[config.mk]
export PLATFORM = sky130hd
export DESIGN_NAME = dual_fetch_queue_flat
export DESIGN_NICKNAME = d
export VERILOG_FILES = /design/src/rtl/dual_fetch_queue_if.sv /design/src/rtl/dual_fetch_queue.sv /design/src/flat_wrapper.sv
export SDC_FILE = /design/constraint.sdc
export NUM_CORES = 1
export LEC_CHECK = 0
export CORE_MARGIN = 10
export CORE_UTILIZATION = 51
export CTS_BUF_LIST = sky130_fd_sc_hd__clkbuf_2 sky130_fd_sc_hd__clkbuf_4 sky130_fd_sc_hd__clkbuf_8
export CTS_CLUSTER_SIZE = 25
export DETAILED_ROUTE_END_ITERATION = 10
export PLACE_DENSITY = 0.73
export SLEW_MARGIN = 20
export SYNTH_ARGS = -nofsm -noshare
export SYNTH_HDL_FRONTEND = slang
export SYNTH_SLANG_ARGS = --single-unit
[constraint.sdc]
create_clock -name clock -period 4.4 [get_ports clock]
set_input_delay 0.88 -clock clock [delete_from_list [all_inputs] [get_ports clock]]
set_output_delay 0.88 -clock clock [all_outputs]
set_load 0.05 [all_outputs]
[src/rtl/dual_fetch_queue_if.sv]
// Fetch-stage bus: decode/redirect control, imem ports and the two decode slots.
interface dual_fetch_queue_if #(
    parameter int DEPTH  = 8,
    parameter int ADDR_W = 12,
    parameter int DATA_W = 32
);
    localparam int CNT_W = $clog2(DEPTH) + 1;

    logic              fetch_stall;
    logic              redirect_valid;
    logic [ADDR_W-1:0] redirect_pc;
    logic [1:0]        deq_count;
    logic [ADDR_W-1:0] address_imem_1;
    logic [ADDR_W-1:0] address_imem_2;
    logic [DATA_W-1:0] q_imem_1;
    logic [DATA_W-1:0] q_imem_2;
    logic              out_valid_1;
    logic [DATA_W-1:0] out_instr_1;
    logic [ADDR_W-1:0] out_pc_1;
    logic              out_valid_2;
    logic [DATA_W-1:0] out_instr_2;
    logic [ADDR_W-1:0] out_pc_2;
    logic [CNT_W-1:0]  q_count;

    // Environment side: decode, branch unit and instruction memory
    modport master (
        output fetch_stall, redirect_valid, redirect_pc, deq_count, q_imem_1, q_imem_2,
        input  address_imem_1, address_imem_2, out_valid_1, out_instr_1, out_pc_1,
               out_valid_2, out_instr_2, out_pc_2, q_count
    );

    // Fetch queue side
    modport slave (
        input  fetch_stall, redirect_valid, redirect_pc, deq_count, q_imem_1, q_imem_2,
        output address_imem_1, address_imem_2, out_valid_1, out_instr_1, out_pc_1,
               out_valid_2, out_instr_2, out_pc_2, q_count
    );
endinterface

[src/rtl/dual_fetch_queue.sv]
// Dual-issue fetch queue: fetches PC pairs, buffers them in a circular queue
// and presents the two oldest entries to decode. Redirects flush everything.
module dual_fetch_queue #(
    parameter int DEPTH  = 8,
    parameter int ADDR_W = 12,
    parameter int DATA_W = 32
) (
    input logic              clock,
    input logic              reset,
    dual_fetch_queue_if.slave bus
);
    localparam int PTR_W = $clog2(DEPTH);
    localparam int CNT_W = PTR_W + 1;

    typedef struct packed {
        logic [DATA_W-1:0] instr;
        logic [ADDR_W-1:0] pc;
    } entry_t;

    entry_t            entries [DEPTH];
    logic [ADDR_W-1:0] fetch_pc;
    logic [PTR_W-1:0]  head;
    logic [PTR_W-1:0]  tail;
    logic [PTR_W-1:0]  head_nxt;
    logic [PTR_W-1:0]  tail_nxt;
    logic [CNT_W-1:0]  count;
    logic              enq;
    logic [1:0]        deq_req;
    logic [1:0]        deq_eff;

    assign head_nxt = head + PTR_W'(1);
    assign tail_nxt = tail + PTR_W'(1);

    // Per-cycle enqueue/dequeue decision; room is judged before this cycle's dequeue
    always_comb begin
        deq_req = (bus.deq_count == 2'd3) ? 2'd2 : bus.deq_count;
        deq_eff = (CNT_W'(deq_req) > count) ? count[1:0] : deq_req;
        enq     = !bus.redirect_valid && !bus.fetch_stall && (count <= CNT_W'(DEPTH - 2));
    end

    // Control state: fetch PC, queue pointers and occupancy; redirect wins over all
    always_ff @(posedge clock or negedge reset) begin
        if (!reset) begin
            fetch_pc <= '0;
            head     <= '0;
            tail     <= '0;
            count    <= '0;
        end else if (bus.redirect_valid) begin
            fetch_pc <= bus.redirect_pc;
            head     <= '0;
            tail     <= '0;
            count    <= '0;
        end else begin
            head  <= head + PTR_W'(deq_eff);
            count <= count + (enq ? CNT_W'(2) : CNT_W'(0)) - CNT_W'(deq_eff);
            if (enq) begin
                fetch_pc <= fetch_pc + ADDR_W'(2);
                tail     <= tail + PTR_W'(2);
            end
        end
    end

    // Entry storage: always written as a pair; stale contents are masked by count
    always_ff @(posedge clock) begin
        if (enq) begin
            entries[tail]     <= '{instr: bus.q_imem_1, pc: fetch_pc};
            entries[tail_nxt] <= '{instr: bus.q_imem_2, pc: fetch_pc + ADDR_W'(1)};
        end
    end

    assign bus.address_imem_1 = fetch_pc;
    assign bus.address_imem_2 = fetch_pc + ADDR_W'(1);
    assign bus.q_count        = count;

    // Decode slots are zeroed (nop, PC 0) whenever they hold nothing
    always_comb begin
        bus.out_valid_1 = (count >= CNT_W'(1));
        bus.out_valid_2 = (count >= CNT_W'(2));
        bus.out_instr_1 = bus.out_valid_1 ? entries[head].instr     : '0;
        bus.out_pc_1    = bus.out_valid_1 ? entries[head].pc        : '0;
        bus.out_instr_2 = bus.out_valid_2 ? entries[head_nxt].instr : '0;
        bus.out_pc_2    = bus.out_valid_2 ? entries[head_nxt].pc    : '0;
    end
endmodule

[src/flat_wrapper.sv]
// flat-port wrapper written by rule: the top's interface ports become plain ports
module dual_fetch_queue_flat 
#(
    parameter int DEPTH  = 8,
    parameter int ADDR_W = 12,
    parameter int DATA_W = 32
)
  (clock, reset, bus_fetch_stall, bus_redirect_valid, bus_redirect_pc, bus_deq_count, bus_q_imem_1, bus_q_imem_2, bus_address_imem_1, bus_address_imem_2, bus_out_valid_1, bus_out_instr_1, bus_out_pc_1, bus_out_valid_2, bus_out_instr_2, bus_out_pc_2, bus_q_count);
  dual_fetch_queue_if #(.DEPTH(DEPTH), .ADDR_W(ADDR_W), .DATA_W(DATA_W)) bus_i ();
  input logic clock;
  input logic reset;
  input wire logic [$bits(bus_i.fetch_stall)-1:0] bus_fetch_stall;
  input wire logic [$bits(bus_i.redirect_valid)-1:0] bus_redirect_valid;
  input wire logic [$bits(bus_i.redirect_pc)-1:0] bus_redirect_pc;
  input wire logic [$bits(bus_i.deq_count)-1:0] bus_deq_count;
  input wire logic [$bits(bus_i.q_imem_1)-1:0] bus_q_imem_1;
  input wire logic [$bits(bus_i.q_imem_2)-1:0] bus_q_imem_2;
  output wire logic [$bits(bus_i.address_imem_1)-1:0] bus_address_imem_1;
  output wire logic [$bits(bus_i.address_imem_2)-1:0] bus_address_imem_2;
  output wire logic [$bits(bus_i.out_valid_1)-1:0] bus_out_valid_1;
  output wire logic [$bits(bus_i.out_instr_1)-1:0] bus_out_instr_1;
  output wire logic [$bits(bus_i.out_pc_1)-1:0] bus_out_pc_1;
  output wire logic [$bits(bus_i.out_valid_2)-1:0] bus_out_valid_2;
  output wire logic [$bits(bus_i.out_instr_2)-1:0] bus_out_instr_2;
  output wire logic [$bits(bus_i.out_pc_2)-1:0] bus_out_pc_2;
  output wire logic [$bits(bus_i.q_count)-1:0] bus_q_count;
  assign bus_i.fetch_stall = bus_fetch_stall;
  assign bus_i.redirect_valid = bus_redirect_valid;
  assign bus_i.redirect_pc = bus_redirect_pc;
  assign bus_i.deq_count = bus_deq_count;
  assign bus_i.q_imem_1 = bus_q_imem_1;
  assign bus_i.q_imem_2 = bus_q_imem_2;
  assign bus_address_imem_1 = bus_i.address_imem_1;
  assign bus_address_imem_2 = bus_i.address_imem_2;
  assign bus_out_valid_1 = bus_i.out_valid_1;
  assign bus_out_instr_1 = bus_i.out_instr_1;
  assign bus_out_pc_1 = bus_i.out_pc_1;
  assign bus_out_valid_2 = bus_i.out_valid_2;
  assign bus_out_instr_2 = bus_i.out_instr_2;
  assign bus_out_pc_2 = bus_i.out_pc_2;
  assign bus_q_count = bus_i.q_count;
  dual_fetch_queue #(.DEPTH(DEPTH), .ADDR_W(ADDR_W), .DATA_W(DATA_W)) u_core (.clock(clock), .reset(reset), .bus(bus_i));
endmodule
==> out/results.ini <==
[setup_path]
crit_path_end_kind=primary output
worstPathArrival_ps=3330
worstPathMaxFanout=89
path_class=reg -> out
rr_startpoint=u_core.bus.q_count[1]
worstSetupStartpointType=flop
required_ps=3520
cp-startpoint=u_core.head[1]

[power_and_ir_drop]
ir_worst_vdd_mv=0.676
pwr-share-seq_pct=27.1
power.total_uw=16200
combPwrFrac_pct=53.3
clock_power_share_pct=19.6
leakagePower_uw=0.00779
power_switching_uw=7020
switching_share_pct=43.2
p_int_uw=9220
power.density_nw_per_um2=685

[sta]
period_share_pct=95.6
hold_viol=0
slew_headroom_pct=28.7
finalSetupViolations=0
finalClockSkew_ps=29.8
slew_violations=0
finalHoldWorstSlack_ps=574
fmax_mhz=238
tns_ps=0
rsz0062_at_grt=no
worst_pin_slew_ps=1070
finalCriticalPeriod_ps=4210

[synthesis]
synth-edff-count=352
synth.cell_area_um2=20000
synth.distinct_cells=48
synth_compound_area_share_pct=2.09
synth-xor-area-share_pct=2.55
synthCells=1273
synth-seq-cells=373
synth_fa_ha_area_share_pct=1.24
syn-num-nets=1373
ys_warn_count=0
synth_top_family_by_area=multiplexers
synth_flop_cell=edfxtp_1
yosys.area_share.simple_pct=4.92
async_flop_share_pct=5.63
ys_seq_area_share_pct=55.6
avgSynthCellArea_um2=15.7
synthMuxAreaShare_pct=29.9

[route]
wl_um=49600
vias=12000
vias_per_cell=5.98
ant_nets=0
wl_per_cell_um=24.8
drt-initial-drc-count=939
firstDrtPassIters=6
drc=0

[floorplanning]
fp.dieW_um=218
die_y_um=218
ios=200
core-area_um2=38600
start_util_pct=51.6
die-area_um2=47400
row_count=72

[placed_design]
place_congestion=0.795
dp_hpwl_um=30100
dp_cells=1884
port_buffers=199

[final_layout]
syn2layout_area_growth_pct=18.8
seq_area_um2=11100
finalNonFillerCells=2002
finalNetCount=1534
drive_gt1_share_pct=33.6
n_fill_cell=2899
multi_input_area_um2=8190

[global_routing]
grt_overflow=0
grt_pass1_wl_um=75600
grt_max_degree=101
antenna_found_initial=2
grt_pass1_vias=12700
grtUsageTotal_pct=20.7

[min_path]
hp-start=u_core.tail[1]
hold_path.class=reg -> reg

[clock_network]
tritoncts=done
cts_made_buffers=61
clock_latency_ps=630
clockRootBuffer=clkbuf_8
cts.clk_slew.worst_paths_ps=60
cts_max_level=2
cts.sink_count=373
clock_path_buffers=3
hold_buffers=0

[status]
status=finished, final reports clean

[job]
max_cap_viol_count=0

==> synth_stat cells, types with 2 or more instances <==
cell	instances	area, um2
nand4_1	2	12.5
mux4_2	176	3960
ha_1	15	188
and4_1	2	17.5
nor2b_1	6	37.5
nor3_1	3	15.0
dfrtp_1	21	526
mux2i_1	50	500
fa_1	3	60.1
buf_1	4	15.0
nand3_1	24	120
nand2_1	106	398
mux2_2	133	1500
o211ai_1	7	52.6
o21ai_0	6	30.0
clkbuf_1	69	259
a221o_1	4	40.0
xnor2_1	42	368
inv_1	19	71.3
edfxtp_1	352	10600
buf_4	12	90.1
xor2_1	16	140
nor2_1	77	289
buf_2	55	275
a21oi_1	44	220
clkinv_1	3	11.3
==> state kept, by name, indices dropped and copies added, names as in the netlist <==
| register | cells |
|---|---|
| u_core.bus.address_imem_1 | 12 |
| u_core.bus.q_count | 4 |
| u_core.entries | 352 |
| u_core.head | 3 |
| u_core.tail | 2 |
==> power groups by stage <==
| stage | Combinational (uW) | Clock, uW | Sequential, uW |
|---|---|---|---|
| after global routing | 9130 | 3380 | 4440 |
| after CTS | 8710 | 3220 | 4400 |
| final | 8650 | 3180 | 4410 |
| after detailed placement | 8620 | 0 | 4470 |
| after global placement | 8590 | 0 | 4450 |
| after floorplan | 5940 | 0 | 4480 |
==> worst paths after layout <==
check | endpoint | slack [ps] | cells after the start
setup / recovery | bus_out_pc_1[11] | 190 | 5
hold / removal | u_core.tail[1] | 570 | 1
setup reg to reg | u_core.bus.q_count[3] | 1460 | 13
hold reg to reg | u_core.tail[1] | 570 | 1
max in group asynchronous | u_core.head[0] | 2910 | 1
min in group asynchronous | u_core.bus.address_imem_1[6] | 780 | 1
==> logic make-up after synthesis <==
group / Yosys count
flops: 373
mux: 359
simple gates: 231
buf+inv: 164
compound gates: 70
xor+xnor: 58
fa+ha+maj: 18
==> timing repair <==
| action | CTS | global route |
|---|---|---|
| setup endpoints to repair | 43 | 17 |
| gates resized for setup | 7 | 8 |
| setup buffers | 4 | 1 |
| gates cloned | 0 | 0 |
| pin swaps | 1 | 1 |
| endpoints found under the hold margin | 0 | 0 |
==> layout make-up <==
type	count	area share, %
flip-flops and latches	373	46.9
multi-input cells	736	34.5
repair buffers	240	10.0
clock buffers	74	4.06
well taps	518	2.73
clock inverters	38	1.38
inverters	22	0.391
diodes	1	0.0106
==> critical path, cell delays in order, from the launching register on <==
cell and delay, ps:
dfrtp_4 450, buf_16 560, mux4_2 600, mux2i_1 280, nor2_1 70, clkdlybuf4s50_1 720
==> metal layers <==
| layer | share of wire (%) | global-route usage [%] | up-vias |
|---|---|---|---|
| met5 | 0 | 0 | - |
| met4 | 1.6 | 5.14 | 0 |
| met3 | 6.7 | 4.23 | 61 |
| met2 | 50 | 34.9 | 402 |
| met1 | 41 | 27.1 | 6226 |
| li1 | - | - | 5286 |
==> cell usage in the layout (no fill, tap or decap), types with 14 or more instances in the layout <==
master | netlist | routed
mux2_2 | 133 | 133
mux2i_1 | 50 | 50
a21oi_1 | 44 | 44
xnor2_1 | 42 | 41
clkdlybuf4s50_1 | 0 | 162
nand2_1 | 106 | 106
inv_1 | 19 | 15
ha_1 | 15 | 14
mux4_2 | 176 | 176
clkinv_1 | 3 | 20
clkbuf_8 | 0 | 65
xor2_1 | 16 | 15
nor2_1 | 77 | 77
buf_4 | 12 | 62
dfrtp_1 | 21 | 16
edfxtp_1 | 352 | 352
nand3_1 | 24 | 24
==> per-stage QoR <==
stage | instance area, um2 | util (%) | setup slack, ps
detailed placement | 22300 | 57.7 | 352
floorplan | 20000 | - | 579
CTS | 23700 | 61.2 | 21.4
global placement | 22300 | 57.7 | 367
finish | 23700 | 61.3 | 194
global route | 23700 | 61.3 | 8.30
No activity file was read; power rests on OpenSTA's default activity.
